`config.mk`:
```
export PLATFORM = sky130hd
export DESIGN_NAME = uart_receiver
export DESIGN_NICKNAME = d
export VERILOG_FILES = /design/src/rtl/uart_receiver.sv
export SDC_FILE = /design/constraint.sdc
export NUM_CORES = 1
export LEC_CHECK = 0
export BUFFER_PORTS_ARGS = -buffer_cell sky130_fd_sc_hd__buf_2
export CORE_ASPECT_RATIO = 0.8
export CORE_MARGIN = 2
export CORE_UTILIZATION = 33
export CTS_CLUSTER_DIAMETER = 150
export DETAILED_ROUTE_END_ITERATION = 8
export PLACE_DENSITY_LB_ADDON = 0.05
export SLEW_MARGIN = 20
export SYNTH_ARGS = -nofsm -noshare
export SYNTH_HDL_FRONTEND = slang
export SYNTH_SLANG_ARGS = --single-unit
```
`constraint.sdc`:
```
create_clock -name CLK -period 3.4 [get_ports CLK]
set_clock_uncertainty 0.15 [all_clocks]
set_input_delay 0.17 -clock CLK [delete_from_list [all_inputs] [get_ports CLK]]
set_output_delay 0.17 -clock CLK [all_outputs]
set_load 0.1 [all_outputs]
```
`src/rtl/uart_receiver.sv`:
```
// 8N1 UART receive front end: RX synchronizer, oversampled framing FSM and a
// single-byte holding register with full / framing-error / overrun status.
module uart_receiver #(
    parameter int DATA_BITS   = 8,
    parameter int OVERSAMPLE  = 16,
    parameter int SYNC_STAGES = 2
) (
    input  logic                 CLK,
    input  logic                 RESET,
    input  logic                 BAUD16_TICK,
    input  logic                 RX,
    input  logic                 RD_ACK,
    output logic [DATA_BITS-1:0] RX_DATA,
    output logic                 RX_FULL,
    output logic                 FRAME_ERR,
    output logic                 OVERRUN,
    output logic                 RX_BUSY
);

    localparam int TW = (OVERSAMPLE > 2) ? $clog2(OVERSAMPLE) : 1;
    localparam int BW = (DATA_BITS > 1) ? $clog2(DATA_BITS) : 1;

    localparam logic [TW-1:0] TICK_MID  = TW'(OVERSAMPLE / 2 - 1);
    localparam logic [TW-1:0] TICK_LAST = TW'(OVERSAMPLE - 1);
    localparam logic [BW-1:0] BIT_LAST  = BW'(DATA_BITS - 1);

    typedef enum logic [2:0] {
        IDLE,
        START,
        DATA,
        STOP,
        WAIT_HIGH
    } state_t;

    state_t                 r_state;
    logic [SYNC_STAGES-1:0] r_sync;
    logic [TW-1:0]          r_tick_cnt;
    logic [BW-1:0]          r_bit_cnt;
    logic [DATA_BITS-1:0]   r_shift;
    logic                   r_busy;
    logic                   r_deliver;
    logic                   r_stop_bit;
    logic [DATA_BITS-1:0]   r_data;
    logic                   r_full;
    logic                   r_frame_err;
    logic                   r_overrun;
    logic                   w_rxs;

    always_ff @(posedge CLK or posedge RESET) begin
        if (RESET) begin
            r_sync <= '1;
        end else begin
            r_sync[0] <= RX;
            for (int unsigned i = 1; i < SYNC_STAGES; i++) begin
                r_sync[i] <= r_sync[i-1];
            end
        end
    end

    assign w_rxs = r_sync[SYNC_STAGES-1];

    // Framing FSM; every transition is gated by the oversample tick.
    always_ff @(posedge CLK or posedge RESET) begin
        if (RESET) begin
            r_state    <= IDLE;
            r_tick_cnt <= '0;
            r_bit_cnt  <= '0;
            r_shift    <= '0;
            r_busy     <= 1'b0;
            r_deliver  <= 1'b0;
            r_stop_bit <= 1'b0;
        end else begin
            r_deliver <= 1'b0;
            if (BAUD16_TICK) begin
                case (r_state)
                    IDLE: begin
                        if (!w_rxs) begin
                            r_state    <= START;
                            r_tick_cnt <= '0;
                            r_busy     <= 1'b1;
                        end
                    end
                    START: begin
                        if (r_tick_cnt == TICK_MID) begin
                            if (w_rxs) begin
                                r_state <= IDLE;
                                r_busy  <= 1'b0;
                            end else begin
                                r_state    <= DATA;
                                r_tick_cnt <= '0;
                                r_bit_cnt  <= '0;
                            end
                        end else begin
                            r_tick_cnt <= r_tick_cnt + 1'b1;
                        end
                    end
                    DATA: begin
                        r_tick_cnt <= r_tick_cnt + 1'b1;
                        if (r_tick_cnt == TICK_LAST) begin
                            r_shift <= {w_rxs, r_shift[DATA_BITS-1:1]};
                            if (r_bit_cnt == BIT_LAST) begin
                                r_state   <= STOP;
                                r_bit_cnt <= '0;
                            end else begin
                                r_bit_cnt <= r_bit_cnt + 1'b1;
                            end
                        end
                    end
                    STOP: begin
                        r_tick_cnt <= r_tick_cnt + 1'b1;
                        if (r_tick_cnt == TICK_LAST) begin
                            r_stop_bit <= w_rxs;
                            r_deliver  <= 1'b1;
                            if (w_rxs) begin
                                r_state <= IDLE;
                                r_busy  <= 1'b0;
                            end else begin
                                r_state <= WAIT_HIGH;
                            end
                        end
                    end
                    WAIT_HIGH: begin
                        if (w_rxs) begin
                            r_state <= IDLE;
                            r_busy  <= 1'b0;
                        end
                    end
                    default: begin
                        r_state <= IDLE;
                        r_busy  <= 1'b0;
                    end
                endcase
            end
        end
    end

    // A read acknowledged in the delivery cycle frees the slot for the new byte.
    always_ff @(posedge CLK or posedge RESET) begin
        if (RESET) begin
            r_data      <= '0;
            r_full      <= 1'b0;
            r_frame_err <= 1'b0;
            r_overrun   <= 1'b0;
        end else if (r_deliver) begin
            if (!r_full || RD_ACK) begin
                r_data      <= r_shift;
                r_full      <= 1'b1;
                r_frame_err <= !r_stop_bit;
                if (RD_ACK) begin
                    r_overrun <= 1'b0;
                end
            end else begin
                r_overrun <= 1'b1;
            end
        end else if (RD_ACK) begin
            r_full      <= 1'b0;
            r_frame_err <= 1'b0;
            r_overrun   <= 1'b0;
        end
    end

    assign RX_DATA   = r_data;
    assign RX_FULL   = r_full;
    assign FRAME_ERR = r_frame_err;
    assign OVERRUN   = r_overrun;
    assign RX_BUSY   = r_busy;

endmodule

```
==> results.toml, run 1 <==
[cells_and_area]
final_nets = 160
fill_cells = 473
syn_to_final_growth_pct = 15.8
final_cells = 213
diodes = 0
drive_gt1_frac = 0.314

[die]
core_area_sq_um = 4570
io_pins = 17
num_rows = 22
start_util = 0.340
die_h_um = 65.4
die_w_um = 80.8
die-area_sq_um = 5280

[worst_setup_path]
reg2reg_slack_ps = 1280
setup.worst_path.start_class = "flip-flop"
r2r_start = "r_state[2]"
worstRegToRegCells = 3
crit_required_ps = 3410
cp_slowest_cell = "nor4_4"
end_kind = "flip-flop"
r2r-end = "r_shift[4]"
cp_max_fo = 13
crit_chain = "nand2b_1 > nor4_4 > mux2_2"
crit_type = "flip-flop to flip-flop"
cpPeakStageDelay_ps = 610
worstPathArrival_ps = 2140
startpoint = "r_state[2]"

[yosys]
yosys-top-cells-count = "32 x dfrtp_1, 18 x mux2_2, 9 x o21ai_0"
synth_async_sr_flop_share = 1.00
syn_nets = 137
ys.flop_type = "dfrtp_1"
synth_seq_cells = 34
synth_edf_count = 0
syn_area_per_cell_sq_um = 12.1
synth.distinct_cells = 36
synth_top_cell_by_area = "dfrtp_1"
ys_seq_area_frac = 0.549
syn_inst = 129
yosysMostFrequentCell = "dfrtp_1"
yosys_warnings = 0
synth_area_sq_um = 1560
yosys.area.top_type_share = 0.515
synth_area_leaders = "dfrtp_1 51%, mux2_2 13%, dfstp_2 3.4%, o21ai_0 2.9%, nand2b_1 2.8%"

[timing]
tightest_slew_ps = 659
tns_ps = 0
slew_violations = 0
fmax_mhz = 471
slew_headroom = 0.557
post-route-period-util = 0.624
rsz0062_at_grt = "no"
final_hold_viol_count = 0
setup_viol = 0
period_needed_ps = 2120

[global_route]
antenna_found_initial = 0
grt_max_degree = 24
grt_pass1_vias = 927
grt_usage = 0.119
grt_overflow = 0
grt_pass1_wl_um = 4630

[clocking]
tritoncts = "done"
htreeDepth = 2
cts_sinks = 34
cts_buffers = 5
postCtsSetupRepairBufs = 0
cts_root_buf = "clkbuf_8"
cts_max_path_buffers = 2
insertion_delay_ps = 280
clk_pin_slew_ps = 70

[detailed_routing]
vias_per_cell = 4.86
drt-total-wl_um = 2760
avgRoutedWirePerCell_um = 12.9
antenna_left = 0
vias = 1035
drc = 0
first_pass_iters = 4
drtIter0Drc = 30

[pwr]
power_density_nw_per_um2 = 609
cellLeakagePower_nw = 0.900
ir_drop_uv = 268

[place]
post-place-cells = 202
port_buffers = 16
place.gp.congestion = 0.768
hpwlAfterDp_um = 1990

[run]
maxCapViolations = 0

[worst_hold_path]
whs_endpoint = "RX_BUSY"
min_from = "BAUD16_TICK"
hold_path_depth = 3
min_path_type = "input port to flip-flop"

[status]
outcome = "finished, final reports clean"
[cell type report]
class | count | area, sq um | area share
tap | 60 | 75.1 | 0.0417
clock buffer | 6 | 72.6 | 0.0403
clock inverter | 2 | 10.0 | 0.00556
multi-input combinational | 85 | 651 | 0.361
inverter | 6 | 22.5 | 0.0125
timing repair buffer | 20 | 118 | 0.0653
sequential | 34 | 853 | 0.474
[sequential cells by signal (all words and copies together) (netlist names)]
| signal | cells |
|---|---|
| RX_DATA | 8 |
| r_shift | 8 |
| r_tick_cnt | 4 |
| r_bit_cnt | 3 |
| r_state | 3 |
| r_sync | 2 |
| FRAME_ERR | 1 |
| OVERRUN | 1 |
| RX_BUSY | 1 |
| RX_FULL | 1 |
| r_deliver | 1 |
| r_stop_bit | 1 |
[cell families after synthesis]
| family | Yosys count | share of synthesized area |
|---|---|---|
| AND/OR/NAND/NOR | 35 | 0.138 |
| flip-flops | 34 | 0.549 |
| AO/OA/AOI/OAI | 28 | 0.120 |
| multiplexers | 18 | 0.130 |
| buffers and inverters | 10 | 0.0330 |
| adder cells (fa/ha/maj) | 3 | 0.0241 |
| XOR/XNOR | 1 | 0.00563 |
[how the worst max path moves through the flow]
stage,endpoint,slack (ps),cells after the start
3_3_place_gp,r_shift[1],1270,3
4_1_cts,r_shift[4],1250,3
3_5_place_dp,r_shift[7],1270,3
6_report,r_shift[4],1280,3
2_1_floorplan,RX_DATA[0],1430,3
5_1_grt,r_shift[4],1130,3
[stage by stage]
step	hold slack, ps	cell area [sq um]	setup slack, ps	utilization	power, mW
2_1_floorplan	24.5	1560	1430	-	0.764
3_3_place_gp	53.0	1690	1270	0.370	0.821
3_5_place_dp	49.6	1690	1270	0.370	0.825
4_1_cts	85.2	1800	1250	0.394	1.11
5_1_grt	116	1800	1130	0.394	1.18
6_report	90.2	1800	1280	0.394	1.10
[timing repair]
action                                 4_1_cts  5_1_grt
resized for setup                            0        0
endpoints found under the hold margin       13        0
hold buffers                                 3        0
[report_power, final]
group          internal [mW]  switching, mW  total (mW)
combinational          0.109          0.185       0.294
sequential             0.452         0.0707       0.523
clock                  0.142          0.138       0.279
total                  0.703          0.393        1.10
[cell usage in the layout, fill, tap and decap left out, drive strengths merged]
| master | Yosys | final |
|---|---|---|
| dfstp | 2 | 2 |
| o41ai | 1 | 1 |
| a311o | 1 | 1 |
| clkinv | 0 | 2 |
| nand3b | 1 | 1 |
| ha | 3 | 3 |
| a21boi | 1 | 1 |
| inv | 6 | 6 |
| nor2 | 5 | 5 |
| a2bb2oi | 1 | 1 |
| nor3b | 1 | 1 |
| buf | 4 | 17 |
| o22ai | 1 | 1 |
| mux2 | 18 | 18 |
| o21a | 1 | 1 |
| nand4 | 1 | 1 |
| nor3 | 1 | 1 |
| o32ai | 1 | 1 |
| nand3 | 4 | 4 |
| o221ai | 1 | 1 |
| a21o | 2 | 2 |
| nor2b | 4 | 4 |
| a22o | 2 | 2 |
| xor2 | 1 | 1 |
| nand2 | 5 | 5 |
| clkbuf | 0 | 6 |
| nor4 | 4 | 4 |
| a2111oi | 1 | 1 |
| or3 | 1 | 1 |
| dlygate4sd3 | 0 | 3 |
| a21oi | 6 | 6 |
| dfrtp | 32 | 32 |
| nand2b | 8 | 8 |
| o21ai | 9 | 9 |
[worst max-delay path: cells and delay by family, from the launching register on]
family,cells,cell delay (ps)
AND/OR/NAND/NOR,2,930
flip-flops,1,520
multiplexers,1,410
[routing by layer]
metal	track usage	share of wire	vias to the layer above
met4	0.0445	0.0094	0
li1	-	-	510
met2	0.151	0.40	21
met3	0.0412	0.048	5
met1	0.181	0.54	499
met5	0	0	-
Power figures use the tool's default switching activity.
==> run 2: changes to the inputs <==
clock period = 2.2 ns   (was 3.4 ns; I/O delays follow)
==> run 2 against run 1 <==
Against the previous run:
- via count increased by 2.0%
- critical path depth increased by 4
- first-iteration DRC count increased by 90%
- final cell count increased by 0.94%
- hold slack got worse by 64 ps
- wire length increased by 2.0%
- combinational power increased by 59%
- count of clock-buffer cells in the layout decreased by 1
- non-clock buffer count increased by 2
- sequential share of layout area decreased by 1.1 points
- global-route usage increased by 1.0 points
- largest power group unchanged
==> results.toml, run 2 (synthesis gave the netlist of run 1 again) <==
[clocking]
htreeDepth = 2
clk_pin_slew_ps = 70
insertion_delay_ps = 280
postCtsSetupRepairBufs = 0
cts_root_buf = "clkbuf_8"
cts_buffers = 5
cts_max_path_buffers = 2
cts_sinks = 34
tritoncts = "done"

[detailed_routing]
drtIter0Drc = 57
avgRoutedWirePerCell_um = 13.1
vias = 1056
drt-total-wl_um = 2810
drc = 0
first_pass_iters = 4
antenna_left = 0
vias_per_cell = 4.91

[timing]
post-route-period-util = 0.889
setup_slack_ps = 245
final_hold_viol_count = 0
setup_viol = 0
rsz0062_at_grt = "no"
tns_ps = 0
slew_headroom = 0.665
fmax_mhz = 511
period_needed_ps = 1960
slew_violations = 0
tightest_slew_ps = 497

[worst_setup_path]
end_kind = "flip-flop"
worstPathArrival_ps = 1980
crit_type = "flip-flop to flip-flop"
crit_required_ps = 2230
cp_max_fo = 5
setup.worst_path.start_class = "flip-flop"

[global_route]
grt_usage = 0.129
grt_pass1_wl_um = 4980
grt_overflow = 0
antenna_found_initial = 0
grt_max_degree = 35
grt_pass1_vias = 1009

[status]
outcome = "finished, final reports clean"

[place]
place.gp.congestion = 0.798
preCtsSetupSlack_ps = 270
port_buffers = 16
hpwlAfterDp_um = 1960

[die]
die_w_um = 80.8
core_area_sq_um = 4570
die_h_um = 65.4
start_util = 0.340
num_rows = 22
io_pins = 17
die-area_sq_um = 5280

[cells_and_area]
final_core_util = 0.403
syn_to_final_growth_pct = 18.5
diodes = 0
mostFrequentLayoutCell = "dfrtp_1"
final_cell_mix = "32 x dfrtp_1, 18 x mux2_2, 16 x buf_2, 9 x o21ai_0, 7 x nand2b_1"
fill_cells = 470
final_nets = 162
drive_gt1_frac = 0.329

[pwr]
ir_drop_uv = 341
cellLeakagePower_nw = 0.924
power_density_nw_per_um2 = 986

[worst_hold_path]
min_path_type = "input port to flip-flop"

[run]
maxCapViolations = 0
## run 2: changes by cell type in the layout (fill, tap and decap cells not counted), sizes merged
| cell | previous run | this run |
|---|---|---|
| buf | 17 | 19 |
| clkbuf | 6 | 5 |
| bufinv | 0 | 1 |
## run 2: power by group
group	total (mW)	internal [mW]	leakage [nW]	switching [mW]
clock	0.553	0.333	0.0579	0.220
combinational	0.467	0.173	0.418	0.294
sequential	0.798	0.699	0.448	0.0993
total	1.82	1.20	0.924	0.613
## run 2: final timing paths
check,start,end,slack [ps],cells past startpoint
hold / removal,BAUD16_TICK,RX_BUSY,30,3
setup / recovery,r_bit_cnt[0],r_state[2],240,7
min in group asynchronous,RESET,RX_DATA[0],310,4
setup reg to reg,r_bit_cnt[0],r_state[2],240,7
hold reg to reg,r_sync[0],r_sync[1],210,0
max in group asynchronous,RESET,r_sync[0],1240,4
## run 2: per-layer routing
metal  track usage  routed length (um)  vias up
li1              -                   -      515
met1         0.190                1420      503
met2         0.168                1160       31
met3        0.0412                 168        7
met4        0.0636                  62        0
met5             0                   0        -
## run 2: stage by stage
step	hold WS, ps	std cells	cell area (sq um)	power (mW)
global placement	67.7	204	1700	1.28
floorplan	-35.5	129	1560	1.18
CTS	21.1	215	1840	1.85
detailed placement	67.5	204	1700	1.27
global route	39.7	215	1840	1.95
finish	25.7	215	1840	1.82
## run 2: worst max-delay path, stage by stage (launching register included)
cell      delay (ps)
dfrtp_1          390
ha_1             200
ha_1             190
nand2b_1          90
o21ai_0           80
o21ai_0          420
nor3_1           150
a21o_1           180
## run 2: final cells by class
class / instances / area, sq um / share of cell area
Clock buffer: 5 / 68.8 / 0.0373
Inverter: 6 / 22.5 / 0.0122
Multi-Input combinational cell: 85 / 651 / 0.353
Sequential cell: 34 / 853 / 0.463
Clock inverter: 3 / 40.0 / 0.0217
Timing Repair Buffer: 22 / 133 / 0.0720
Tap cell: 60 / 75.1 / 0.0407
## run 2: what timing repair did
action / CTS / global route
gates resized for setup: 0 / 0
endpoints found under the hold margin: 36 / 0
hold buffers: 3 / 0
